File: src/rtl/mont_mult_serial_if.sv
// mont_mult_serial_if: request/response bundle for the serial Montgomery
// multiplier.
//   start/a/b/n      : request, driven by the controller (master)
//   busy/done/result/err : status and response, driven by the multiplier (slave)
interface mont_mult_serial_if #(
    parameter int WIDTH = 8
);
    logic             start;
    logic [WIDTH-1:0] a;
    logic [WIDTH-1:0] b;
    logic [WIDTH-1:0] n;
    logic             busy;
    logic             done;
    logic [WIDTH-1:0] result;
    logic             err;

    modport master (output start, a, b, n, input busy, done, result, err);
    modport slave  (input start, a, b, n, output busy, done, result, err);
endinterface

File: src/rtl/mont_mult_serial.sv
// mont_mult_serial: bit-serial radix-2 Montgomery multiplier,
// result = a*b*2^-WIDTH mod n.
//   clk  : rising-edge clock
//   rst  : synchronous reset, active high
//   bus  : mont_mult_serial_if.slave (start, a, b, n in; busy, done, result, err out)
// One multiplier bit per CALC cycle, then one CORR cycle for the final
// conditional subtract. An even modulus is rejected with err on the done pulse.

// Plain ripple-carry adder, one full-adder per bit.
module ripple_carry_adder #(
    parameter int W = 10
) (
    input  logic [W-1:0] x,
    input  logic [W-1:0] y,
    input  logic         ci,
    output logic [W-1:0] s,
    output logic         co
);
    logic [W:0] c;

    assign c[0] = ci;
    for (genvar k = 0; k < W; k++) begin : g_fa
        assign s[k]   = x[k] ^ y[k] ^ c[k];
        assign c[k+1] = (x[k] & y[k]) | (c[k] & (x[k] ^ y[k]));
    end
    assign co = c[W];
endmodule

module mont_mult_serial #(
    parameter int WIDTH = 8
) (
    input  logic               clk,
    input  logic               rst,
    mont_mult_serial_if.slave  bus
);
    localparam int PW = WIDTH + 2;
    localparam int IW = (WIDTH > 1) ? $clog2(WIDTH) : 1;

    typedef enum logic [1:0] {IDLE, CALC, CORR} state_t;

    state_t           state_q, state_d;
    logic [PW-1:0]    p_q, p_d;
    logic [IW-1:0]    i_q, i_d;
    logic [WIDTH-1:0] a_q, a_d, b_q, b_d, n_q, n_d;
    logic [WIDTH-1:0] result_q, result_d;
    logic             done_q, done_d;
    logic             err_q, err_d;

    // Adder 0 is shared: P + (a[i] ? b : 0) in CALC, P + ~n + 1 (= P - n) in CORR.
    logic [PW-1:0]    add0_y, t, add1_y, u;
    logic             add0_ci, add0_co, add1_co;
    logic             unused_u_lsb;

    always_comb begin
        add0_y  = '0;
        add0_ci = 1'b0;
        if (state_q == CORR) begin
            add0_y  = ~{2'b00, n_q};
            add0_ci = 1'b1;
        end else if (a_q[i_q]) begin
            add0_y  = {2'b00, b_q};
        end
    end

    ripple_carry_adder #(.W(PW)) u_add0 (
        .x (p_q), .y (add0_y), .ci (add0_ci), .s (t), .co (add0_co)
    );

    // Adding n when T is odd makes U even, so the shift below is exact.
    assign add1_y = t[0] ? {2'b00, n_q} : '0;

    ripple_carry_adder #(.W(PW)) u_add1 (
        .x (t), .y (add1_y), .ci (1'b0), .s (u), .co (add1_co)
    );

    assign unused_u_lsb = u[0];

    always_comb begin
        state_d  = state_q;
        p_d      = p_q;
        i_d      = i_q;
        a_d      = a_q;
        b_d      = b_q;
        n_d      = n_q;
        result_d = result_q;
        err_d    = err_q;
        done_d   = 1'b0;
        case (state_q)
            IDLE: begin
                if (bus.start) begin
                    if (bus.n[0]) begin
                        a_d     = bus.a;
                        b_d     = bus.b;
                        n_d     = bus.n;
                        p_d     = '0;
                        i_d     = '0;
                        state_d = CALC;
                    end else begin
                        done_d   = 1'b1;
                        err_d    = 1'b1;
                        result_d = '0;
                    end
                end
            end
            CALC: begin
                p_d = {add1_co, u[PW-1:1]};
                i_d = i_q + 1'b1;
                if (i_q == IW'(WIDTH - 1)) state_d = CORR;
            end
            CORR: begin
                // Carry out of P + ~n + 1 means no borrow, i.e. P >= n.
                result_d = add0_co ? t[WIDTH-1:0] : p_q[WIDTH-1:0];
                err_d    = 1'b0;
                done_d   = 1'b1;
                state_d  = IDLE;
            end
            default: state_d = IDLE;
        endcase
    end

    always_ff @(posedge clk) begin
        if (rst) begin
            state_q  <= IDLE;
            p_q      <= '0;
            i_q      <= '0;
            a_q      <= '0;
            b_q      <= '0;
            n_q      <= '0;
            result_q <= '0;
            done_q   <= 1'b0;
            err_q    <= 1'b0;
        end else begin
            state_q  <= state_d;
            p_q      <= p_d;
            i_q      <= i_d;
            a_q      <= a_d;
            b_q      <= b_d;
            n_q      <= n_d;
            result_q <= result_d;
            done_q   <= done_d;
            err_q    <= err_d;
        end
    end

    assign bus.busy   = (state_q != IDLE);
    assign bus.done   = done_q;
    assign bus.result = result_q;
    assign bus.err    = err_q;
endmodule

File: src/flat_wrapper.sv
// flat-port wrapper written by rule: the top's interface ports become plain ports
module mont_mult_serial_flat 
#(
    parameter int WIDTH = 8
)
  (clk, rst, bus_start, bus_a, bus_b, bus_n, bus_busy, bus_done, bus_result, bus_err);
  mont_mult_serial_if #(.WIDTH(WIDTH)) bus_i ();
  input  logic clk;
  input  logic rst;
  input wire logic [$bits(bus_i.start)-1:0] bus_start;
  input wire logic [$bits(bus_i.a)-1:0] bus_a;
  input wire logic [$bits(bus_i.b)-1:0] bus_b;
  input wire logic [$bits(bus_i.n)-1:0] bus_n;
  output wire logic [$bits(bus_i.busy)-1:0] bus_busy;
  output wire logic [$bits(bus_i.done)-1:0] bus_done;
  output wire logic [$bits(bus_i.result)-1:0] bus_result;
  output wire logic [$bits(bus_i.err)-1:0] bus_err;
  assign bus_i.start = bus_start;
  assign bus_i.a = bus_a;
  assign bus_i.b = bus_b;
  assign bus_i.n = bus_n;
  assign bus_busy = bus_i.busy;
  assign bus_done = bus_i.done;
  assign bus_result = bus_i.result;
  assign bus_err = bus_i.err;
  mont_mult_serial #(.WIDTH(WIDTH)) u_core (.clk(clk), .rst(rst), .bus(bus_i));
endmodule
File: config.mk
export PLATFORM = sky130hd
export DESIGN_NAME = mont_mult_serial_flat
export DESIGN_NICKNAME = d
export VERILOG_FILES = /design/src/rtl/mont_mult_serial_if.sv /design/src/rtl/mont_mult_serial.sv /design/src/flat_wrapper.sv
export SDC_FILE = /design/constraint.sdc
export NUM_CORES = 1
export LEC_CHECK = 0
export CAP_MARGIN = 20
export CELL_PAD_IN_SITES_DETAIL_PLACEMENT = 1
export CELL_PAD_IN_SITES_GLOBAL_PLACEMENT = 2
export CORE_ASPECT_RATIO = 1.25
export CORE_MARGIN = 2
export CORE_UTILIZATION = 30
export CTS_BUF_LIST = sky130_fd_sc_hd__clkbuf_8
export DETAILED_ROUTE_END_ITERATION = 10
export PLACE_DENSITY = 0.87
export SLEW_MARGIN = 20
export SYNTH_ARGS = -nofsm -noshare
export SYNTH_HDL_FRONTEND = slang
export SYNTH_SLANG_ARGS = --single-unit
File: constraint.sdc
create_clock -name clk -period 6 [get_ports clk]
set_clock_uncertainty 0.1 [all_clocks]
set_input_delay 1.2 -clock clk [delete_from_list [all_inputs] [get_ports clk]]
set_output_delay 1.2 -clock clk [all_outputs]
set_load 0.03 [all_outputs]
Word-level counts from Yosys, hierarchy flattened
Index checks and enable logic that the tools add are counted.

storage, ports and cells
  output and inout bits = 11
  logic and storage cells = 149
  register bits = 49

operators by class
  multiplexer cells = 26
  add/subtract/negate cells = 1
  $lt $le $gt $ge = 1
  equality and inequality tests = 7
  bitwise operators = 97
  reduce and logical (&&, ||, !) cells = 8

operator list
  kind                                                count
  two-way mux 8 bit                                   5
  bitwise AND 1 bit                                   37
  XOR 1 bit                                           36
  two-way mux 10 bit                                  3
  case mux 10 bit (2 select lines)                    1
  OR 1 bit                                            19
  case mux 8 bit (2 select lines)                     1
  AND reduction 3 bit                                 4
  NOT 8 -> 10 bit                                     1
  two-way mux 1 bit                                   6
  two-way mux 2 bit                                   3
  two-way mux 3 bit                                   2
  inequality test 2 bit, second input constant        3
  case mux 3 bit (2 select lines)                     1
  nonzero test 2 bit                                  3
  < comparator 3 x 4 -> 1 bit, second input constant  1
  case mux 1 bit (2 select lines)                     2
  case mux 2 bit (2 select lines)                     1
  adder 3 x 1 -> 3 bit, second input constant         1
  binary-select mux 1 bit (select 3 bit)              1
  == test 3 bit, second input constant                1
  bitwise AND 1 bit, second input constant            2
  == test 2 x 1 -> 1 bit, second input constant       1
  == test 2 bit, second input constant                1
  other kinds (3)                                     4

Depth between registers and ports, before layout
  depth in word-level cells = 28
  gate-level depth with buffers = 25

Modules after synthesis
Synthesis repeated with hierarchy kept, for this count alone.

unflattened totals
  cell total of the unflattened synthesis = 281
  area total of the unflattened synthesis = 2,506.2 µm²

by module, submodules not included
  module              area each (µm²)  sequential area each (µm²)  cells an instance  times used
  mont_mult_serial    2,030.7          980.9                       241                1
  ripple_carry_adder  237.7            0.0                         20                 2

Least setup slack after synthesis
No wires, ideal clock.

  path kind = register to register
  start point = register u_core.i_q[0]
  end point = register u_core.p_q[8]
  slack = -0.119 ns
  path buffers = 2
  required time = 5.772 ns
  arrival = 5.892 ns
  period minus slack after synthesis = 6.119 ns
  library setup time = 0.128 ns
  stages on the path, launching flop included = 20
  cell sequence = dfxtp_1 buf_6 mux2_4 or3_1 and4b_1 buf_6 o2bb2ai_1 fa_1 fa_1 fa_1 fa_1 fa_1 fa_1 fa_1 fa_1 fa_1 ha_1 ha_1 a22oi_1 nor2_1

on the way
  cells in the longest elaborated chain, start to end = 27
  elaborated cells between the ends (all ways) = 85
  classes of those cells = mux: 6; bitwise: 79

ends and longest elaborated chain
  what                                                   RTL line                                        text
  from (decl)                                            mont_mult_serial.sv:43                          logic [IW-1:0] i_q, i_d;
  from (signal assigned)                                 mont_mult_serial.sv:135                         i_q <= i_d;
  binary-select mux 1 bit (select 3 bit) (*)             mont_mult_serial.sv:60                          end else if (a_q[i_q]) begin
  two-way mux 1 bit (implied by the code) (*)            mont_mult_serial.sv:60
  two-way mux 8 bit (*)                                  mont_mult_serial.sv:60
  two-way mux 10 bit (*)                                 mont_mult_serial.sv:57                          if (state_q == CORR) begin
  XOR 1 bit                                              mont_mult_serial.sv:23, mont_mult_serial.sv:24
  bitwise AND 1 bit                                      mont_mult_serial.sv:24                          assign c[k+1] = (x[k] & y[k]) | (c[k] & (x[k] ^ y[k]));
  OR 1 bit                                               mont_mult_serial.sv:24
  bitwise AND 1 bit / XOR 1 bit (equally long branches)  mont_mult_serial.sv:24, mont_mult_serial.sv:23
  (+11 left out)                                         --
  bitwise AND 1 bit / XOR 1 bit (equally long branches)  mont_mult_serial.sv:24, mont_mult_serial.sv:23
  OR 1 bit / XOR 1 bit (equally long branches)           mont_mult_serial.sv:24
  bitwise AND 1 bit / XOR 1 bit (equally long branches)  mont_mult_serial.sv:24, mont_mult_serial.sv:23
  OR 1 bit / XOR 1 bit (equally long branches)           mont_mult_serial.sv:24
  XOR 1 bit / bitwise AND 1 bit (equally long branches)  mont_mult_serial.sv:23, mont_mult_serial.sv:24
  XOR 1 bit / OR 1 bit (equally long branches)           mont_mult_serial.sv:23, mont_mult_serial.sv:24
  XOR 1 bit (*)                                          mont_mult_serial.sv:23                          assign s[k] = x[k] ^ y[k] ^ c[k];
  case mux 10 bit (2 select lines) (*)                   mont_mult_serial.sv:88                          case (state_q)
  to (signal assigned)                                   mont_mult_serial.sv:134                         p_q <= p_d;
  to (decl)                                              mont_mult_serial.sv:42                          logic [PW-1:0] p_q, p_d;

Mark *: on every way between the ends. The rest lies on a longest branch, timed or not. The select of a mux whose other input is x is not followed.
A chain may end at the register's enable or synchronous reset.

Final worst setup path
Same ends and word-level chain as after synthesis.

==> out/summary.txt <==
status: finished, final reports clean
final setup vio count: 0
Area growth syn-to-layout: 28.03%
post-synthesis register bit count: 49
total CTS buffers: 5
Avg Inst Size Synth: 8.995 sq um
number of max-cap violations: 0
VDD IR max: 0.1302 mV
final global-route overflow total: 0
GRT Total Usage: 0.1352
Max-Slew Margin vs Limit: 0.3363
synthesized cell area: 2429 sq um
share of layout cells above drive strength 1: 0.1226
syn_nets: 318
Layout Nets: 357
largest area contributor in the synthesized netlist: dfxtp_1
Worst Hold End: u_core.a_q[0]
routed wire length: 5.731 mm
startpoint types: register
Vias/cell: 4.719
Leakage Power: 1.185 nW
Max Slew Vio Count: 0
hold_buf cts: 0
FMAX: 171.4 MHz
Worst-Margin Slew: 0.9899 ns
Clock Latency Late Sink: 0.31 ns
Post-Syn Instances: 270
Netlist cell types: 33
# IOs: 38
H-tree level count: 2
Crit. End Element: register
worst r2r src: u_core.i_q[0]
largest net degree at the start of global routing: 50
Clock transition at path regs: 0.09 ns
buffers from clock root to sink, at most: 2
hold_sp: u_core.a_q[0]
Tot Pwr: 0.6599 mW
CTS Sinks: 49
PD cells: 212.2 nW/um^2
number of global-route vias before repair: 1974
antenna-violating nets left: 0
CP arrival: 5.92 ns
die area: 8836 sq um
main area contributors after synthesis: dfxtp_1 (40%), fa_1 (14%), nand2_1 (7.1%)
Fin Setup TNS: 0 ns
fin crit period: 5.835 ns
worst path required time: 6.08 ns
Diodes inserted: 0
DRC viols: 0
Port Buf Inserts: 37
top cell type's share of synthesized area: 0.4039
row count: 36
core area: 7838 sq um
Worst Hold Class: reg -> reg
WHS Path Cells: 2
Post-synth top flop: dfxtp_1
Tcrit/Tclk final: 0.9724
hold slack: 0.3585 ns
starting density of the core: 0.3099
Die Ht: 104.6 microns
Filler cells: 938
clock root cell: clkbuf_8
first-pass GRT wire length: 9.604 mm
EDFF count, synth: 0
RePlAce Congestion: 0.8264
pre-CTS setup slack: -0.08680 ns
CTS tree: built
DIE WIDTH: 84.48 microns
reg2reg setup slack: 0.17 ns
fin cells: 405
Setup CP Type: reg -> reg
initial antenna violation count: 0
dpl cells: 394
fin worst setup slack: 0.1654 ns
placed wire-length estimate: 4.178 mm
Worst Reg2Reg Path Length in Cells: 18
routed len/inst: 14.15 microns
via count: 1911
Seq/Total Area, Yosys: 0.4039
synth warn: 0
Crit Path Max Fanout: 7
Hold Vio Cnt, Final: 0
asr flop ratio synth: 0
DRT iter0 DRCs: 71
RR Endpoint: u_core.p_q[8]
Pre-antenna DRT Iters: 4
## stage by stage
| step | cell area (sq um) | util |
|---|---|---|
| final | 3109 | 0.3967 |
| after detailed placement | 2923 | 0.3729 |
| after global placement | 2923 | 0.3729 |
| after global routing | 3109 | 0.3967 |
| after CTS | 3064 | 0.3910 |
| after floorplan | 2434 | - |
## worst max path at each step
stage,startpoint,to,slack (ns),cells after the start
2_1_floorplan,u_core.i_q[0],u_core.p_q[8],0.01,19
3_3_place_gp,u_core.i_q[0],u_core.p_q[8],0.07,17
3_5_place_dp,u_core.i_q[0],u_core.p_q[8],-0.09,17
4_1_cts,u_core.i_q[0],u_core.p_q[8],0.04,17
5_1_grt,u_core.i_q[0],u_core.p_q[8],-0.01,17
6_report,u_core.i_q[0],u_core.p_q[8],0.17,18
## synth_stat cells (2+ instances only)
library cell  count
or2_2             2
nor2b_1           2
and2_1            8
mux2i_1           9
a22oi_1          12
nand2_1          46
fa_1             17
ha_1              4
nor2_1           35
o2bb2ai_1         6
dfxtp_1          49
inv_1            11
buf_2             3
a21oi_1          32
a21oi_2           2
buf_6             2
clkbuf_1         12
a211oi_1          3
## repair_timing
action / in CTS / in global routing
endpoints found under the setup margin: 6 / 11
buffers inserted: 2 / 1
gates resized for setup: 3 / 8
hold endpoints to repair: 0 / 0
pin swaps: 1 / 4
## per-layer routing
metal	GRT usage	part of all wire
met4	0.05102	0.016
met1	0.1687	0.45
met3	0.01975	0.027
met2	0.2347	0.51
met5	0	0
## report_power, final
part / leakage [nW] / internal [mW] / switching (mW)
clock: 0.0574 / 0.136 / 0.114
combinational: 0.729 / 0.0345 / 0.0346
sequential: 0.399 / 0.334 / 0.00695
## worst max-delay path, cell delays in order, from the launching register on
cell       delay (ns)
dfxtp_4          0.37
mux2_4           0.29
or3_1            0.31
and4b_1          0.24
buf_4            0.14
buf_4            0.16
o2bb2ai_1        0.18
fa_2             0.51
fa_1             0.45
fa_2             0.35
fa_1             0.39
fa_2             0.35
fa_1             0.39
fa_1             0.40
fa_1             0.37
ha_1             0.21
ha_1             0.27
a22oi_1          0.18
nor2_1           0.05
## registers in the layout (all words and copies together) (netlist names)
name	count
u_core.b_q	8
u_core.bus.result	8
u_core.a_q	8
u_core.i_q	3
u_core.bus.done	1
u_core.bus.err	1
u_core.n_q	8
u_core.state_q	2
u_core.p_q	10
## cell families (layout without fill, tap and decap cells)
| logic type | Yosys count | count (layout) | synth area share |
|---|---|---|---|
| flops | 49 | 49 | 0.4039 |
| buf+inv | 29 | 69 | 0.05255 |
| simple gates | 103 | 103 | 0.1891 |
| fa+ha+maj | 21 | 21 | 0.1607 |
| compound gates | 58 | 58 | 0.1504 |
| mux | 10 | 10 | 0.04328 |
## final cells by class
class | count | area [sq um] | share of cell area
timing repair buffer | 49 | 460.4 | 0.1481
clock buffer | 6 | 82.58 | 0.02656
clock inverter | 2 | 37.54 | 0.01207
tap | 95 | 118.9 | 0.03823
inverter | 12 | 45.04 | 0.01449
multi-input combinational | 192 | 1380 | 0.4439
sequential | 49 | 984.7 | 0.3167
## cells in the final DEF (no fill, tap or decap), drive strengths merged, types with 3 or more instances in the layout
cell and instances:
mux2i 9, clkdlybuf4s50 37, a22oi 12, inv 11, o2bb2ai 6, buf 12
nor2 35, nand2 46, ha 4, dfxtp 49, and2 8, a211oi 3
a21oi 34, fa 17, clkbuf 6
Power figures use the tool's default switching activity.
